==> src/rtl/paged_itlb.sv <==
// ============================================================================
// Module   : paged_itlb
// Summary  : Page-granular fetch ITLB with in-place update, flush, miss capture
// Revision : 1.0
// ============================================================================
`default_nettype none

module paged_itlb #(
    parameter int                    VA_WIDTH    = 32,
    parameter int                    PA_WIDTH    = 20,
    parameter int                    PAGE_BITS   = 12,
    parameter int                    NUM_ENTRIES = 16,
    parameter logic [PA_WIDTH-1:0]   MISS_PC     = 666,
    parameter int                    CNT_WIDTH   = 16
) (
    input  logic                 clk,
    input  logic                 reset,
    input  logic [VA_WIDTH-1:0]  pc,
    input  logic                 D_admin_change,
    input  logic                 Wb_tlb_we,
    input  logic [VA_WIDTH-1:0]  WB_tlb_value_va,
    input  logic [PA_WIDTH-1:0]  WB_tlb_value_pa,
    input  logic                 flush,
    output logic                 hit,
    output logic [PA_WIDTH-1:0]  F_pc,
    output logic                 F_admin,
    output logic [VA_WIDTH-1:0]  miss_va,
    output logic [CNT_WIDTH-1:0] miss_count
);

    localparam int VPN_W = VA_WIDTH - PAGE_BITS;
    localparam int PPN_W = PA_WIDTH - PAGE_BITS;
    localparam int PTR_W = $clog2(NUM_ENTRIES);

    localparam logic [0:0] ST_USER  = 1'b0;
    localparam logic [0:0] ST_ADMIN = 1'b1;

    logic [VPN_W-1:0]       r_vpn [NUM_ENTRIES];
    logic [PPN_W-1:0]       r_ppn [NUM_ENTRIES];
    logic [NUM_ENTRIES-1:0] r_valid;
    logic [PTR_W-1:0]       r_ptr;
    logic [0:0]             r_mode;
    logic [0:0]             w_mode_nxt;
    logic [VA_WIDTH-1:0]    r_miss_va;
    logic [CNT_WIDTH-1:0]   r_miss_cnt;

    logic [VPN_W-1:0] w_pc_vpn;
    logic [VPN_W-1:0] w_wr_vpn;
    logic [PPN_W-1:0] w_wr_ppn;
    logic             w_lk_hit;
    logic [PPN_W-1:0] w_lk_ppn;
    logic             w_wr_hit;
    logic [PTR_W-1:0] w_wr_idx;
    logic [PTR_W-1:0] w_ptr_nxt;
    logic             w_active;
    logic             w_miss_evt;
    logic             w_unused;

    assign w_pc_vpn  = pc[VA_WIDTH-1:PAGE_BITS];
    assign w_wr_vpn  = WB_tlb_value_va[VA_WIDTH-1:PAGE_BITS];
    assign w_wr_ppn  = WB_tlb_value_pa[PA_WIDTH-1:PAGE_BITS];
    assign w_unused  = ^{WB_tlb_value_va[PAGE_BITS-1:0], WB_tlb_value_pa[PAGE_BITS-1:0]};
    assign w_ptr_nxt = (r_ptr == PTR_W'(NUM_ENTRIES - 1)) ? '0 : r_ptr + 1'b1;

    // A write VPN is unique in the array, so the write match index is unambiguous.
    always_comb begin
        w_lk_hit = 1'b0;
        w_lk_ppn = '0;
        w_wr_hit = 1'b0;
        w_wr_idx = '0;
        for (int i = 0; i < NUM_ENTRIES; i++) begin
            if (r_valid[i] && (r_vpn[i] == w_pc_vpn)) begin
                w_lk_hit = 1'b1;
                w_lk_ppn = r_ppn[i];
            end
            if (r_valid[i] && (r_vpn[i] == w_wr_vpn)) begin
                w_wr_hit = 1'b1;
                w_wr_idx = PTR_W'(i);
            end
        end
    end

    assign w_active   = (r_mode == ST_USER) || D_admin_change;
    assign w_miss_evt = w_active && !w_lk_hit;

    always_ff @(posedge clk or posedge reset) begin
        if (reset) begin
            r_mode <= ST_USER;
        end else begin
            r_mode <= w_mode_nxt;
        end
    end

    always_comb begin
        w_mode_nxt = r_mode;
        if (D_admin_change) begin
            w_mode_nxt = ST_USER;
        end else if (w_miss_evt) begin
            w_mode_nxt = ST_ADMIN;
        end
    end

    always_comb begin
        hit     = w_active && w_lk_hit;
        F_admin = w_mode_nxt[0];
        if (!w_active) begin
            F_pc = pc[PA_WIDTH-1:0];
        end else if (w_lk_hit) begin
            F_pc = {w_lk_ppn, pc[PAGE_BITS-1:0]};
        end else begin
            F_pc = MISS_PC;
        end
    end

    always_ff @(posedge clk or posedge reset) begin
        if (reset) begin
            r_valid <= '0;
            r_ptr   <= '0;
        end else if (flush) begin
            r_valid <= '0;
            r_ptr   <= '0;
        end else if (Wb_tlb_we && !w_wr_hit) begin
            r_valid[r_ptr] <= 1'b1;
            r_ptr          <= w_ptr_nxt;
        end
    end

    // Tag/data storage needs no reset: entries are qualified by r_valid.
    always_ff @(posedge clk) begin
        if (Wb_tlb_we && !flush) begin
            if (w_wr_hit) begin
                r_ppn[w_wr_idx] <= w_wr_ppn;
            end else begin
                r_vpn[r_ptr] <= w_wr_vpn;
                r_ppn[r_ptr] <= w_wr_ppn;
            end
        end
    end

    always_ff @(posedge clk or posedge reset) begin
        if (reset) begin
            r_miss_va  <= '0;
            r_miss_cnt <= '0;
        end else if (w_miss_evt) begin
            r_miss_va <= pc;
            if (r_miss_cnt != '1) begin
                r_miss_cnt <= r_miss_cnt + 1'b1;
            end
        end
    end

    assign miss_va    = r_miss_va;
    assign miss_count = r_miss_cnt;

endmodule

`default_nettype wire

==> config.mk <==
export PLATFORM = sky130hd
export DESIGN_NAME = paged_itlb
export DESIGN_NICKNAME = d
export VERILOG_FILES = /design/src/rtl/paged_itlb.sv
export SDC_FILE = /design/constraint.sdc
export NUM_CORES = 1
export LEC_CHECK = 0
export ABC_AREA = 1
export BUFFER_PORTS_ARGS = -buffer_cell sky130_fd_sc_hd__buf_2
export CAP_MARGIN = 20
export CORE_AREA = 2 2 279 281
export DETAILED_ROUTE_END_ITERATION = 8
export DIE_AREA = 0 0 281 283
export GPL_TIMING_DRIVEN = 0
export PLACE_DENSITY = 0.47
export SKIP_LAST_GASP = 1
export SYNTH_ARGS = -nofsm -noshare
export SYNTH_HDL_FRONTEND = slang
export SYNTH_SLANG_ARGS = --single-unit
==> constraint.sdc <==
create_clock -name clk -period 4.8 [get_ports clk]
set_input_delay 0 -clock clk [delete_from_list [all_inputs] [get_ports clk]]
set_output_delay 0 -clock clk [all_outputs]
set_load 0.005 [all_outputs]
==> flow_summary.yaml, run 1 <==
yosys:
  syn_nets: 2806
  synth_area_leader_cell: "edfxtp_1"
  yosysSeqAreaShare: 0.571
  ys_warn_count: 0
  async_flop_share: 0.133
  synth-edff-count: 448
  synthCells: 2712
  avgSynthCellArea_um2: 9.80
  synthTopCellsByArea: "edfxtp_1 51%, nand2_1 8.1%, dfrtp_1 6.5%, o22ai_1 5.0%, nor2_1 4.1%"
  syn_area_um2: 26600
  synth_top_cell_area_share: 0.506
  synth.most_common_cell: "nand2_1"
  synth-seq-cells: 517
  synth_common_cells: "574 x nand2_1, 448 x edfxtp_1, 293 x nor2_1"
  synthDistinctLibCells: 55
  ys.flop_type: "edfxtp_1"
global_route:
  track_usage: 0.338
  grt_start_max_net_pins: 42
  antenna_found_initial: 13
  first_global_vias: 22886
  grt-ovfl-total: 0
  grt_pass1_wl_um: 184000
final_layout:
  final_layout_size_suffix_gt1_frac: 0.142
  multi_input_comb_area_um2: 9810
  areaGrowthSynthToFinish_pct: 18.8
  layout.nets: 3063
  n_fill_cell: 7445
  register_area_um2: 15200
setup_path:
  end_kind: "flop"
  slowest_delay_ps: 790
  rrSetupSlack_ps: 860
  critPathBufInv: 4
  critPathSlowestCell: "clkinvlp_4"
  crit_arrival_ps: 5120
  path_cells: "buf_2 -> clkinvlp_4 -> clkbuf_1 -> o22ai_1 -> a221oi_1 -> nand4_1 -> nor2_1 -> nor3_1 -> nand3_1 -> nor2_1 -> nand3_2 -> inv_1 -> nand2_1 -> nand2_1 -> nand2_1 -> nor2_1"
  start_kind: "input pin"
  cp.required_ps: 5070
  crit_family: "buffers and inverters"
  crit_type: "in -> reg"
  crit_fanout: 21
die:
  initial_core_util: 0.347
  die_h_um: 283
  coreArea_um2: 76700
  die_x_um: 281
  rows: 102
  dieArea_um2: 79500
  ioPinCount: 159
hold_path:
  hold_path.class: "in -> reg"
outcome:
  violations: "setup timing"
  status: "finished with violations"
timing:
  min_period_ps: 4850
  whs_ps: 13.6
  rsz0062_at_grt: "false"
  slew_headroom: 0.0558
  finalHoldViolCount: 0
  fmax_mhz: 206
  skew_ps: 18.8
  setup_viol: 20
  worstMarginPinSlew_ps: 1420
  drv_slew: 0
  setup_slack_ps: -45.6
  fin_crit_sh: 1.01
cts:
  root_buffer: "clkbuf_16"
  tritoncts: "built"
  postCtsSetupBuffers: 0
  cts_buffers: 61
  clk_pin_slew_ps: 60
  insertion_delay_ps: 660
  cts.sinks: 517
  h-tree-depth: 2
  cts_max_path_buffers: 3
placement:
  gp_congestion: 1.03
  hpwlAfterDp_um: 89700
  io_buffers: 123
drt:
  met1_length_um: 53300
  dr.pass1.iters: 9
  via_count: 24352
  drt-vias-per-instance: 5.99
  finalWirelength_um: 138000
  drcViolationCount: 0
  drt_iter0_drc: 4037
  ant_nets: 0
  route.met2.wl_um: 56900
  wl_met3_um: 17000
  highest_layer: "met5"
  post_drt_wl_per_cell_um: 33.8
power_and_ir_drop:
  swShare: 0.273
  leakage_uw: 0.0122
  pwr-share-seq: 0.457
  p_sw_uw: 3020
  pwr-share-comb: 0.115
  p_per_area_nw_per_um2: 350
  peakVddDrop_uv: 281
  internal_power_uw: 8030
  p_total_uw: 11000
  power.share.clock: 0.429
job:
  cap_viol_max_count: 0
==> registers in the layout, indices dropped and copies added (netlist names) <==
register	flops
miss_count	16
miss_va	32
r_mode	1
r_ppn	128
r_ptr	4
r_valid	16
r_vpn	320
==> power by group through the flow <==
stage | Combinational, uW | Clock [uW] | Sequential [uW]
6_report | 1270 | 4740 | 5040
3_3_place_gp | 1130 | 0 | 5130
4_1_cts | 1200 | 4770 | 5040
5_1_grt | 1280 | 4950 | 5050
2_1_floorplan | 488 | 0 | 5130
3_5_place_dp | 1160 | 0 | 5140
==> layout by cell type (no fill, tap or decap), types with 9 or more instances in the layout <==
cell           instances
a211oi_1              22
a21oi_1               48
a221oi_1              16
buf_2                170
buf_4                 16
buf_6                 15
buf_8                 25
clkbuf_1              51
clkbuf_16             62
clkinv_2              13
clkinvlp_4             9
dfrtp_1               69
dlygate4sd3_1         38
edfxtp_1             448
inv_1                242
inv_2                 19
nand2_1              574
nand3_1               65
nand4_1               39
nor2_1               264
nor2_2                29
nor3_1                11
nor4_1                41
o2111ai_1             28
o21a_1                21
o21ai_0              121
o21ai_1               21
o22ai_1              212
or2_2                 14
xnor2_1              124
xor2_1                75
==> cells by family (layout without fill, tap and decap cells) <==
kind of cell	count (synthesis)	after routing	synth area share
DFF	517	517	0.571
AOI/OAI and AO/OA	523	523	0.123
muxes	7	7	0.00268
other	0	5	0
adders and majority gates	5	5	0.00235
and+or+nand+nor	1074	1074	0.172
xor gates and xnor gates	199	199	0.0656
buffers and inverters	387	697	0.0637
==> path summary, 6_finish.rpt <==
| check | startpoint | to | cells past startpoint |
|---|---|---|---|
| max | WB_tlb_value_va[17] | r_ppn[2][1] | 16 |
| min | WB_tlb_value_va[18] | r_vpn[2][6] | 1 |
| max reg2reg | r_vpn[2][19] | r_ppn[2][1] | 21 |
| min reg2reg | miss_va[29] | miss_va[29] | 2 |
| max in group asynchronous | reset | r_valid[3] | 5 |
| min in group asynchronous | reset | miss_count[3] | 4 |
==> timing repair <==
action / CTS / global route
hold buffers: 39 / 3
setup endpoints to repair: 83 / 210
hold endpoints to repair: 278 / 2
gates resized for setup: 4 / 23
==> metal layers <==
| layer | track usage | vias to the layer above |
|---|---|---|
| met5 | 0.00672 | - |
| met4 | 0.208 | 14 |
| met3 | 0.0947 | 498 |
| met2 | 0.482 | 1887 |
| met1 | 0.452 | 11942 |
| li1 | - | 10011 |
==> stage by stage <==
stage	cell area [um2]	std cells	util	setup slack (ps)	setup TNS, ps
after floorplan	26600	2712	-	1850	0
after global placement	28500	3875	0.372	-1650	-571350
after detailed placement	29000	3904	0.379	-749	-204220
after CTS	31500	4059	0.410	22.2	0
after global routing	31600	4062	0.412	43.1	0
final	31600	4067	0.412	-45.6	-585
==> layout make-up <==
type	instances	area share
clock buffer	86	0.0535
inverter	272	0.0333
clock inverter	30	0.00990
antenna	5	0.000396
multi-input combinational	1808	0.310
sequential	517	0.480
tap	1040	0.0412
timing repair buffer	194	0.0497
buffer	115	0.0211
Note: power is estimated with default switching activity, not from simulation.
==> run 2: changes to the inputs <==
--- a/config.mk
+++ b/config.mk
@@ -8,11 +8,11 @@
 export ABC_AREA = 1
 export BUFFER_PORTS_ARGS = -buffer_cell sky130_fd_sc_hd__buf_2
 export CAP_MARGIN = 20
-export CORE_AREA = 2 2 279 281
+export CORE_AREA = 2 2 247 249
 export DETAILED_ROUTE_END_ITERATION = 8
-export DIE_AREA = 0 0 281 283
+export DIE_AREA = 0 0 249 251
 export GPL_TIMING_DRIVEN = 0
-export PLACE_DENSITY = 0.47
+export PLACE_DENSITY = 0.58
 export SKIP_LAST_GASP = 1
 export SYNTH_ARGS = -nofsm -noshare
 export SYNTH_HDL_FRONTEND = slang
==> constraint.sdc (replaced) <==
create_clock -name clk -period 6.06 [get_ports clk]
set_input_delay 0 -clock clk [delete_from_list [all_inputs] [get_ports clk]]
set_output_delay 0 -clock clk [all_outputs]
set_load 0.005 [all_outputs]
==> run 2 against run 1 <==
Clock power is 23% lower. Global-route usage is 8.2 points higher. Via count is 1.0% lower. Design area is 1.7% lower. Total power is 22% lower. The run now ends clean. Setup slack better by 440 ps. Clock skew is 34 ps higher. Count of clock-buffer cells in the layout is 8 lower. Sequential share of layout area is 0.82 points higher. Wire length is 3.0% lower.
==> flow_summary.yaml, run 2 (synthesis gave the netlist of run 1 again) <==
global_route:
  antenna_found_initial: 15
  grt_pass1_wl_um: 180000
  grt-ovfl-total: 0
  grt_start_max_net_pins: 57
  first_global_vias: 22634
  track_usage: 0.421
die:
  initial_core_util: 0.445
  die_x_um: 249
  dieArea_um2: 62500
  die_h_um: 251
  coreArea_um2: 59800
  ioPinCount: 159
  rows: 90
drt:
  drcViolationCount: 0
  drt-vias-per-instance: 6.34
  ant_nets: 0
  drt_iter0_drc: 4316
  finalWirelength_um: 133000
  post_drt_wl_per_cell_um: 35.1
  via_count: 24098
  dr.pass1.iters: 6
hold_path:
  worstHoldEndpoint: "r_vpn[13][7]"
  hold_start: "WB_tlb_value_va[19]"
  hold_path_depth: 1
  hold_path.class: "in -> reg"
setup_path:
  crit_type: "in -> reg"
  r2r_start: "r_vpn[8][8]"
  end_kind: "flop"
  crit_arrival_ps: 5910
  r2r-end: "r_ppn[1][4]"
  crit_fanout: 19
  cp.required_ps: 6310
  rr_worst_depth: 14
  start_kind: "input pin"
  rrSetupSlack_ps: 1780
power_and_ir_drop:
  pwr-share-seq: 0.462
  p_per_area_nw_per_um2: 279
  internal_power_uw: 6310
  p_sw_uw: 2340
  pwr-share-comb: 0.114
  peakVddDrop_uv: 245
  leakage_uw: 0.0121
  p_total_uw: 8650
  swShare: 0.271
  power.share.clock: 0.424
timing:
  worstMarginPinSlew_ps: 1340
  drv_slew: 0
  fin_setup_tns_ps: 0
  fmax_mhz: 177
  rsz0062_at_grt: "false"
  setup_viol: 0
  finalHoldViolCount: 0
  slew_headroom: 0.104
  skew_ps: 52.8
  min_period_ps: 5660
  fin_crit_sh: 0.934
cts:
  cts_buffers: 58
  postCtsSetupBuffers: 0
  h-tree-depth: 2
  root_buffer: "clkbuf_16"
  cts_max_path_buffers: 3
  clk_pin_slew_ps: 70
  tritoncts: "built"
  cts.sinks: 517
  insertion_delay_ps: 680
final_layout:
  largest_register_ffs: 320
  register_area_um2: 15200
  final_common_cell: "nand2_1"
  layout.nets: 3057
  n_fill_cell: 5438
  areaGrowthSynthToFinish_pct: 16.8
  layout_common_cells: "574 x nand2_1, 448 x edfxtp_1, 277 x nor2_1, 242 x inv_1, 212 x o22ai_1"
  final_layout_size_suffix_gt1_frac: 0.134
  multi_input_comb_area_um2: 9750
  top_register: "r_vpn"
  design_area_um2: 31100
placement:
  gp_congestion: 1.01
  placed_area_um2: 28800
  io_buffers: 123
  hpwlAfterDp_um: 88000
outcome:
  status: "completed"
job:
  cap_viol_max_count: 0
## run 2: cell types whose count changed in the layout (fill, tap and decap cells not counted), sizes merged, moves of 2 or more
cell | before | now
clkbuf | 122 | 111
clkinv | 22 | 25
dlygate4sd3 | 38 | 36
buf | 235 | 237
bufinv | 5 | 7
clkinvlp | 9 | 5
## run 2: worst max path at each step
stage / from / to / slack, ps / cells past startpoint
after floorplan: r_vpn[1][5] / r_vpn[0][0] / 3110 / 13
after global placement: WB_tlb_value_va[31] / r_vpn[2][19] / 40 / 14
after detailed placement: WB_tlb_value_va[31] / r_ppn[1][5] / 540 / 14
after CTS: WB_tlb_value_va[21] / r_ppn[1][2] / 740 / 16
after global routing: WB_tlb_value_va[12] / r_ppn[1][4] / 420 / 17
final: WB_tlb_value_va[12] / r_ppn[1][4] / 400 / 17
## run 2: per-stage QoR
step / instances / hold WS [ps] / worst slack [ps] / util
finish: 3799 / 39.1 / 399 / 0.519
detailed placement: 3649 / 6.16 / 538 / 0.481
floorplan: 2712 / 37.6 / 3110 / -
global route: 3795 / 0.448 / 417 / 0.519
CTS: 3794 / 0.351 / 744 / 0.519
global placement: 3617 / 203 / 39.3 / 0.471
## run 2: final cells by class
type / instances / area share
repair buffers: 191 / 0.0488
multi-input cells: 1808 / 0.314
clock inverters: 32 / 0.0116
flip-flops and latches: 517 / 0.489
clock buffers: 78 / 0.0505
well taps: 782 / 0.0315
plain buffers: 115 / 0.0214
diodes: 4 / 0.000322
inverters: 272 / 0.0332
## run 2: metal layers
metal,up-vias,GRT usage,share of wire
met5,-,0,0.00047
met4,8,0.264,0.073
met3,515,0.118,0.13
met2,1939,0.634,0.43
met1,11641,0.537,0.37
li1,9995,-,-
## run 2: power groups by stage
stage	clock network, uW	logic [uW]	registers (uW)
2_1_floorplan	0	387	4060
3_3_place_gp	0	891	4060
3_5_place_dp	0	916	4070
4_1_cts	3670	936	3990
5_1_grt	3820	992	4000
6_report	3670	990	3990
## run 2: worst max-delay path, stage by stage
cell,delay (ps)
dlygate4sd3_1,520
buf_2,630
inv_1,580
clkbuf_1,630
a221oi_1,490
nand3_1,130
nor4_1,400
nand4_1,400
nand2_1,150
inv_1,80
nand2_1,60
nor2_1,60
nand3_2,150
nand3_1,110
o22ai_1,370
nand3_1,300
nor2_1,810
## run 2: what timing repair did
| item | 4_1_cts | 5_1_grt |
|---|---|---|
| hold endpoints to repair | 299 | 9 |
| resized for setup | 0 | 0 |
| hold buffers | 35 | 1 |
